[config.mk]
export PLATFORM = sky130hd
export DESIGN_NAME = fft_seq_ctrl
export DESIGN_NICKNAME = d
export VERILOG_FILES = /design/src/rtl/fft_seq_pkg.sv /design/src/rtl/fft_addr_gen.sv /design/src/rtl/fft_seq_ctrl.sv
export SDC_FILE = /design/constraint.sdc
export NUM_CORES = 1
export LEC_CHECK = 0
export CAP_MARGIN = 15
export CORE_MARGIN = 1
export CORE_UTILIZATION = 52
export CTS_CLUSTER_DIAMETER = 40
export CTS_CLUSTER_SIZE = 12
export DETAILED_ROUTE_END_ITERATION = 8
export PLACE_DENSITY_LB_ADDON = 0.25
export SYNTH_ARGS = -nofsm -noshare
export SYNTH_HDL_FRONTEND = slang
export SYNTH_SLANG_ARGS = --single-unit
[constraint.sdc]
create_clock -name clk -period 6 [get_ports clk]
set_input_delay 1.2 -clock clk [delete_from_list [all_inputs] [get_ports clk]]
set_output_delay 1.2 -clock clk [all_outputs]
set_load 0.05 [all_outputs]
[src/rtl/fft_seq_pkg.sv]
// fft_seq_pkg: shared state encoding, sizing constants and bit-reversal helper for the FFT sequencer
package fft_seq_pkg;

    localparam int N_PT   = 16;
    localparam int N_STG  = 4;
    localparam int N_BFLY = 8;

    localparam logic [2:0] IDLE   = 3'd0;
    localparam logic [2:0] ISSUE  = 3'd1;
    localparam logic [2:0] DRAIN  = 3'd2;
    localparam logic [2:0] UNLOAD = 3'd3;
    localparam logic [2:0] DONE   = 3'd4;

    function automatic logic [3:0] bitrev4(input logic [3:0] x);
        return {x[0], x[1], x[2], x[3]};
    endfunction

endpackage

[src/rtl/fft_addr_gen.sv]
// fft_addr_gen: maps (stage, butterfly index) to DIF read address pair and twiddle exponent
module fft_addr_gen (
    input  logic [1:0] stage,
    input  logic [2:0] k,
    output logic [3:0] rd_addr_a,
    output logic [3:0] rd_addr_b,
    output logic [2:0] power
);

    logic [3:0] span;
    logic [2:0] mask;

    // span halves every stage; the bit at log2(span) is inserted as 0 so group bits move up one place
    assign span      = 4'd8 >> stage;
    assign mask      = 3'(span - 4'd1);
    assign rd_addr_a = {k & ~mask, 1'b0} | {1'b0, k & mask};
    assign rd_addr_b = rd_addr_a + span;
    assign power     = 3'((k & mask) << stage);

endmodule

[src/rtl/fft_seq_ctrl.sv]
// fft_seq_ctrl: sequences one shared radix-2 PE over a 16-point buffer (optional FFT_SEQ_CTRL_UNLOAD_EN adds a bit-reversed unload phase)
module fft_seq_ctrl
    import fft_seq_pkg::*;
#(
    parameter int PE_LAT = 1
) (
    input  logic       clk,
    input  logic       rst,
    input  logic       start,
    input  logic       abort,
    output logic       busy,
    output logic       done,
    output logic [1:0] stage,
    output logic [3:0] rd_addr_a,
    output logic [3:0] rd_addr_b,
    output logic [2:0] power,
    output logic       pe_valid,
`ifdef FFT_SEQ_CTRL_UNLOAD_EN
    output logic       out_valid,
    output logic [3:0] out_bin,
`endif
    output logic       wr_en,
    output logic [3:0] wr_addr_a,
    output logic [3:0] wr_addr_b
);

`ifdef FFT_SEQ_CTRL_UNLOAD_EN
    localparam logic [2:0] LAST = UNLOAD;
`else
    localparam logic [2:0] LAST = DONE;
`endif

    logic [2:0] state;
    logic [1:0] stg;
    logic [3:0] cnt;
    logic       issue;
    logic       unload;
    logic [3:0] ga;
    logic [3:0] gb;
    logic [2:0] gp;
    logic [8:0] pipe [PE_LAT];

    fft_addr_gen u_gen (
        .stage     (stg),
        .k         (cnt[2:0]),
        .rd_addr_a (ga),
        .rd_addr_b (gb),
        .power     (gp)
    );

    assign issue = state == ISSUE;
`ifdef FFT_SEQ_CTRL_UNLOAD_EN
    assign unload    = state == UNLOAD;
    assign out_valid = unload;
    assign out_bin   = unload ? cnt : 4'd0;
`else
    assign unload = 1'b0;
`endif

    assign busy      = issue | state == DRAIN | unload;
    assign done      = state == DONE;
    assign stage     = stg;
    assign pe_valid  = issue & ~abort;
    assign rd_addr_a = issue ? ga : unload ? bitrev4(cnt) : 4'd0;
    assign rd_addr_b = issue ? gb : 4'd0;
    assign power     = issue ? gp : 3'd0;
    assign {wr_en, wr_addr_a, wr_addr_b} = pipe[PE_LAT-1];

    // FSM: cnt is the butterfly index in ISSUE, drain timer in DRAIN, bin index in UNLOAD; stg wraps to 0 after stage 3
    always_ff @(posedge clk or posedge rst) begin
        if (rst) begin
            state <= IDLE;
            stg   <= 2'd0;
            cnt   <= 4'd0;
        end else if (abort) begin
            state <= IDLE;
            stg   <= 2'd0;
            cnt   <= 4'd0;
        end else begin
            case (state)
                IDLE:  state <= start ? ISSUE : IDLE;
                ISSUE: begin
                    cnt <= cnt == 4'd7 ? 4'd0 : cnt + 4'd1;
                    if (cnt == 4'd7) state <= DRAIN;
                end
                DRAIN: begin
                    if (cnt == 4'(PE_LAT - 1)) begin
                        cnt   <= 4'd0;
                        stg   <= stg + 2'd1;
                        state <= stg == 2'd3 ? LAST : ISSUE;
                    end else begin
                        cnt <= cnt + 4'd1;
                    end
                end
                UNLOAD: begin
                    cnt <= cnt + 4'd1;
                    if (cnt == 4'd15) state <= DONE;
                end
                default: state <= IDLE;
            endcase
        end
    end

    // write-back delay line: PE results land PE_LAT cycles after issue; abort drops anything in flight
    always_ff @(posedge clk or posedge rst) begin
        if (rst) begin
            for (int i = 0; i < PE_LAT; i++) pipe[i] <= 9'd0;
        end else if (abort) begin
            for (int i = 0; i < PE_LAT; i++) pipe[i] <= 9'd0;
        end else begin
            pipe[0] <= {pe_valid, rd_addr_a, rd_addr_b};
            for (int i = 1; i < PE_LAT; i++) pipe[i] <= pipe[i-1];
        end
    end

endmodule

# Word-level counts from Yosys, hierarchy flattened
# Cells that the tools add are included.
# W data, S select, Z words.
# word_totals
reg_bits	18
in_bits	4
output_inout_bits	25
elab_cells	52
# op_classes
addsub	4
eq_ne	10
n_shift	2
mux	18
bitwise_logic	7
reduce_logical	7
# op_table
operator	n
$mux W4	5
$mux W3	6
$pmux W3 S4	1
$pmux W4 S3	1
$mux W9	1
$and A3 B3 Y3	2
$eq A3 B2 Y1 const B	2
$mux W2	3
$ne A3 B2 Y1 const B	2
$add A4 B1 Y4 const B	1
$add A4 B4 Y4	1
$eq A4 B3 Y1 const B	1
$eq A4 B4 Y1 const B	1
$logic_not A4 Y1	1
$or A4 B3 Y4	1
$reduce_bool A2 Y1	2
$reduce_bool A4 Y1	1
$shr A4 B2 Y4 const A	1
$eq A3 B1 Y1 const B	1
$eq A3 B3 Y1 const B	1
$logic_not A3 Y1	1
$ne A3 B3 Y1 const B	1
$not A3 Y3	1
$reduce_and A3 Y1	1
other kinds (9)	9

# Depth between registers and ports, before layout
# Gate-level depths: netlist (run 1).
# logic_depth
word_depth	8
ltp_mapped	11
ltp_nobuf	11

# Cells and area by module
# A second synthesis (run 1) with hierarchy kept.
# hier_totals
hier_cells	127
area_unflattened_um2	1228.7
# by_module_without_submodules
mod	n_inst	cells_per_inst	area_per_inst_um2
fft_seq_ctrl	1	98	1003.5
fft_addr_gen	1	29	225.2

# Least setup slack after synthesis (run 1)
# No wires, ideal clock.
# synth_path
kind	register to output
from	register stg[0], in the netlist stage[0]
to	output rd_addr_b[3]
arrival_ns	3.169
slack_ns	1.631
stages_incl_launch_ff	10
path_buffers	0
cell_sequence	dfrtp_1 clkinv_1 ha_1 xor2_1 a22oi_1 inv_1 ha_1 a21oi_1 xnor3_1 nor2_1
# synth_between
elab_chain_cells	7
word_cells_on_any_way	8
# synth_rtl
item	line	source
start: declaration	fft_seq_ctrl.sv:34	logic [1:0] stg;
start signal: assignment	fft_seq_ctrl.sv:89	stg <= stg + 2'd1;
$shr A4 B2 Y4 (*)	fft_addr_gen.sv:14	assign span = 4'd8 >> stage;
$sub A3 B1 Y3	fft_addr_gen.sv:15	assign mask = 3'(span - 4'd1);
$not A3 Y3	fft_addr_gen.sv:16	assign rd_addr_a = {k & ~mask, 1'b0} | {1'b0, k & mask};
$and A3 B3 Y3	fft_addr_gen.sv:16	
$or A4 B3 Y4	fft_addr_gen.sv:16	
$add A4 B4 Y4 (*)	fft_addr_gen.sv:17	assign rd_addr_b = rd_addr_a + span;
$mux W4 (*)	fft_seq_ctrl.sv:65	assign rd_addr_b = issue ? gb : 4'd0;
end: declaration	fft_seq_ctrl.sv:15	output logic [3:0] rd_addr_b,
# Mark *: on every way between the ends. The rest lies on a longest branch, timed or not.

# Worst setup path in the final report (run 1)
# Ends and elaborated chain as after synthesis.

==> metrics, run 1 <==
ranking of synthesized cells by area=dfrtp_1 (39%), ha_1 (11%), nor2_1 (7.5%); status=completed; routed len/inst=13.4 um; Cell variety after synth=38; ant diodes=0; number of max-cap violations=0; Mapped Cells=119; EDFF count, synth=0; largest area contributor in the netlist=dfrtp_1; count of final setup violators=0; Initial Utilization=0.566; Worst EP arrival=3680 ps; commonest non-fill, non-tap cell in the layout=clkdlybuf4s50_1; kind of critical path=register to output pin; die height=48.9 um; reg-to-reg endpoint=pipe[3]; Max VDD drop=0.133 mV; Synthesis Warnings=0; final worst-path cycle share=0.813; syn_area_per_cell=9.62 um^2; crit-path max FO=9; Worst-path clk slew=90 ps; first-pass GRT wire length=4090 um; CP Launch Type=register; skew final=1.49 ps; Register-to-Register Path Depth=10; drt via density=5.33; Rel. slew slack=0.564; Die Width=48.9 um; # fillers=142; Slew Viols, Final=0; H-tree lvl count=1; power density cells=161 nW/um^2; most frequent cells in the layout=clkdlybuf4s50_1 (28), nor2_1 (23), dfrtp_1 (18); deepest clock path buffer count=2; post-route minimum period=4880 ps; RSZ-0062 raised after global routing=no; CTS Root Cell=clkbuf_4; vias in the first global route=880; Critical Path End Type=output pin; Tightest Hold Check Type=register to register; setup bufs post-CTS=0; Async SR Flop Fraction=1.00; Via Count=916; initial antenna violation count=0; largest net degree at the start of global routing=19; hpwl dp=1860 um; register area share after synthesis=0.393; Core Footprint=2020 um^2; Worst Setup SP=stage[0]; placer congestion estimate=0.802; Post-CTS Resized=0; post-route ant nets=0; layout cells sized above 1=0.0759; Boundary Pins=29; die area=2390 um^2; Nets=162; ys flop type=dfrtp_1; DRT Pass-1 Iters=4; Routed WL=2310 um; CTS tree=yes; WHS=585 ps; TritonCTS Buffers=3; RR Startpoint=stage[0]; Cell Rows=16; Syn Std Cell Area=1140 um^2; hold path cells=1; Pleak=0.667 nW; Tot GR Track Use=0.225; max frequency=205 MHz; initial drt markers=18; GR Overflow Total=0; Num Clock Sinks=18; Worst Max-Slew Pin Slew=653 ps; I/O Buffers=28; # hold bufs at CTS=0; post-synthesis sequential element count=18; TNS Setup=0 ps; Fin. Hold Viols=0; R2R Setup Slk=3220 ps; critical path required time=4800 ps; Area Overhead vs Synth=26.8%; worst setup path end=rd_addr_b[3]; Syn Nets=134; worst-skew pair later-pin latency=280 ps; # DRC=0; Synth top area share=0.393
-- report_power, final --
group	switching [mW]	internal (mW)
clock network	0.0343	0.0233
registers	0.00408	0.124
logic	0.0307	0.0175
-- cell families (layout without fill, tap and decap cells) --
| logic type | count (synthesis) | after routing | synth area share |
|---|---|---|---|
| other cells | 1 | 1 | 0.00328 |
| mux | 4 | 4 | 0.0404 |
| simple gates | 50 | 50 | 0.213 |
| fa+ha+maj | 11 | 11 | 0.127 |
| xor+xnor | 5 | 5 | 0.0503 |
| compound gates | 15 | 15 | 0.114 |
| buf+inv | 15 | 41 | 0.0590 |
| flops | 18 | 18 | 0.393 |
-- how the worst min path moves through the flow --
| stage | from | end |
|---|---|---|
| floorplan | cnt[3] | state[1] |
| global placement | cnt[3] | state[1] |
| detailed placement | cnt[3] | state[1] |
| CTS | cnt[3] | state[1] |
| global route | cnt[3] | state[1] |
| finish | cnt[3] | state[1] |
-- metrics by stage --
stage | area (um^2) | power, mW | setup slack [ps] | std cells | util
6_report | 1450 | 0.234 | 1120 | 172 | 0.718
3_3_place_gp | 1430 | 0.177 | 1560 | 169 | 0.707
2_1_floorplan | 1140 | 0.165 | 1630 | 119 | -
3_5_place_dp | 1430 | 0.179 | 1480 | 169 | 0.707
4_1_cts | 1450 | 0.236 | 1150 | 172 | 0.718
5_1_grt | 1450 | 0.244 | 880 | 172 | 0.718
-- sequential cells by signal, summed over array words and instances (netlist names) --
register and cells:
cnt 4, pipe 9, stage 2, state 3
-- synth_stat cells, types with 2 or more instances --
master	instances
a22oi_1	2
clkbuf_1	3
nor2b_1	4
xnor2_1	3
nor2_1	23
a21oi_1	3
nor4_1	2
mux2i_1	2
nand2b_1	3
ha_1	10
a211oi_1	3
dfrtp_1	18
inv_1	9
nand2_1	7
nor3_1	4
-- cell type report --
type	count	area [um^2]	area share
clock buffer	3	22.5	0.0155
inverter	10	37.5	0.0259
timing repair buffer	28	280	0.193
tap	27	33.8	0.0233
sequential	18	450	0.310
multi-input combinational	86	627	0.432
-- metal layers --
layer | GRT usage | wire [um] | vias up
li1 | - | - | 450
met1 | 0.282 | 954 | 431
met2 | 0.391 | 1200 | 29
met3 | 0.0312 | 97 | 6
met4 | 0.0882 | 53 | 0
met5 | 0 | 0 | -
-- critical path, stage by stage, from the launching register on --
cell	delay (ps)
dfrtp_1	440
clkinv_1	260
ha_1	340
xor2_1	200
a22oi_1	310
inv_1	80
ha_1	330
a21oi_1	180
xnor3_1	260
nor2_1	170
clkdlybuf4s50_1	830
Power figures use the tool's default switching activity.
==> run 2, diff against run 1 <==
CORE_UTILIZATION = 43   (was 52)
clock period = 4.01 ns   (was 6 ns; I/O delays follow)
==> run 2 against run 1 <==
Cell area rose by 2.4%. Clock skew grew 1.9 ps. Critical path depth rose by 1. Die area rose by 20%. Flip-flop and latch count stayed put. Global-route usage decreased by 3.9 points. Non-clock buffer count increased by 1. Register-to-register slack got worse by 1900 ps. Via count shrank 2.4%. Total power rose by 63%. Combinational power increased by 54%. Largest cell class unchanged.
==> metrics, run 2 (synthesized netlist as in run 1, its figures left out) <==
final worst-path cycle share=0.933; H-tree lvl count=1 (unchanged); Initial Utilization=0.458 (-0.108); hpwl dp=1790 um (-3.6%); CTS tree=yes; deepest clock path buffer count=2 (unchanged); Via Count=894 (-2.4%); Pleak=0.686 nW (+2.9%); max frequency=267 MHz; Cell Rows=18 (+2); Boundary Pins=29 (unchanged); die height=53.6 um (+9.6%); setup bufs post-CTS=0 (unchanged); WHS=589 ps (+3.58 ps); Top Registers=pipe x9, cnt x4, state x3; register area=452 um^2 (+0.28%); crit path cell chain=clkinvlp_4 -> ha_1 -> xor2_1 -> nor2_1 -> a21oi_1 -> inv_1 -> ha_1 -> a21oi_1 -> xnor3_1 -> nor2_1 -> buf_12; register name with the most flops=pipe; largest net degree at the start of global routing=19 (unchanged); reg-to-reg endpoint=pipe[3]; Worst Max-Slew Pin Slew=660 ps (+7.59 ps); critical path required time=3210 ps (-1590 ps); Bufs and invs on worst path=3 (unchanged); DRT Pass-1 Iters=4 (unchanged); # fillers=217 (+53%); crit-path max FO=9 (unchanged); post-route ant nets=0 (unchanged); vias in the first global route=887 (+0.80%); layout cells sized above 1=0.122 (+0.0466); Slew Viols, Final=0 (unchanged); final core utilization=0.595 (-0.123); Routed WL=2280 um (-1.1%); die area=2870 um^2 (+20%); multi-input logic area=627 um^2 (unchanged); RSZ-0062 raised after global routing=no; initial drt markers=13 (-5); Critical Path End Type=output pin; post-route minimum period=3740 ps; Nets=163 (+0.62%); Area Overhead vs Synth=29.8%; TNS Setup=0 ps (unchanged); power density cells=256 nW/um^2 (+59%); R2R Setup Slk=1320 ps (-1900 ps); Worst-path clk slew=110 ps (+20 ps); # DRC=0 (unchanged); skew final=3.41 ps (+1.92 ps); ant diodes=0 (unchanged); crit-path leading delay family=adder cells; placer congestion estimate=0.765 (-4.6%); hold path cells=1 (unchanged); CP Launch Type=register; most frequent cells in the layout=clkdlybuf4s50_1 (25), nor2_1 (23), dfrtp_1 (17); Register-to-Register Path Depth=11 (+1); CP max stage delay=440 ps (-390 ps); Worst EP arrival=2940 ps (-740 ps); commonest non-fill, non-tap cell in the layout=clkdlybuf4s50_1; Total Power=0.380 mW (+63%); kind of critical path=register to output pin; count of final setup violators=0 (unchanged); Die Width=53.6 um (+9.6%); Tot GR Track Use=0.186 (-0.0393); Worst path slowest cell=dfrtp_2; RR Startpoint=stage[0]; initial antenna violation count=0 (unchanged); number of max-cap violations=0 (unchanged); first-pass GRT wire length=3900 um (-4.7%); Largest register FFs=9 (unchanged); worst-skew pair later-pin latency=290 ps (about the same); Fin. Hold Viols=0 (unchanged); drt via density=5.05 (-5.2%); Rel. slew slack=0.559 (-0.00507); TritonCTS Buffers=3 (unchanged); Num Clock Sinks=18 (unchanged); Hold Path Sink=state[1]; Tightest Hold Check Type=register to register; I/O Buffers=28 (unchanged); routed len/inst=12.9 um (-3.9%); Core Footprint=2500 um^2 (+24%); GR Overflow Total=0 (unchanged); Max VDD drop=0.151 mV (+14%); status=completed; CTS Root Cell=clkbuf_4; Worst Hold Launch=cnt[3]
run 2: routing by layer:
metal | vias to the layer above | GRT usage | wire (um)
li1 | 451 | - | -
met5 | - | 0 | 0
met1 | 420 | 0.228 | 1090
met3 | 4 | 0.0282 | 62
met2 | 19 | 0.331 | 1120
met4 | 0 | 0.0614 | 14
run 2: final cells by class:
type,count,area share
clock buffer,4,0.0244
inverter,10,0.0278
multi-input combinational,86,0.422
sequential,18,0.304
tap,30,0.0253
timing repair buffer,29,0.197
run 2: worst max-delay path by stage:
stage / from / endpoint / cells after the start
after floorplan: stage[0] / rd_addr_b[3] / 9
after global placement: abort / pe_valid / 5
after detailed placement: stage[0] / rd_addr_b[3] / 10
after CTS: stage[0] / rd_addr_b[3] / 11
after global routing: stage[0] / rd_addr_b[3] / 11
final: stage[0] / rd_addr_b[3] / 11
run 2: repair_timing:
action | in CTS | in global routing
setup endpoints to repair | 0 | 3
hold buffers | 0 | 0
resized for setup | 0 | 2
run 2: where the power goes:
part / total [mW] / switching, mW / internal, mW / leakage [nW]
Combinational: 0.0740 / 0.0458 / 0.0282 / 0.418
Sequential: 0.192 / 0.00641 / 0.185 / 0.247
Clock: 0.114 / 0.0591 / 0.0553 / 0.0210
run 2: through the flow:
stage               cells  area (um^2)  setup slack [ps]
finish                177         1490               270
global route          177         1490              12.7
CTS                   177         1480               165
detailed placement    173         1450               555
global placement      173         1450               685
floorplan             119         1140              39.2
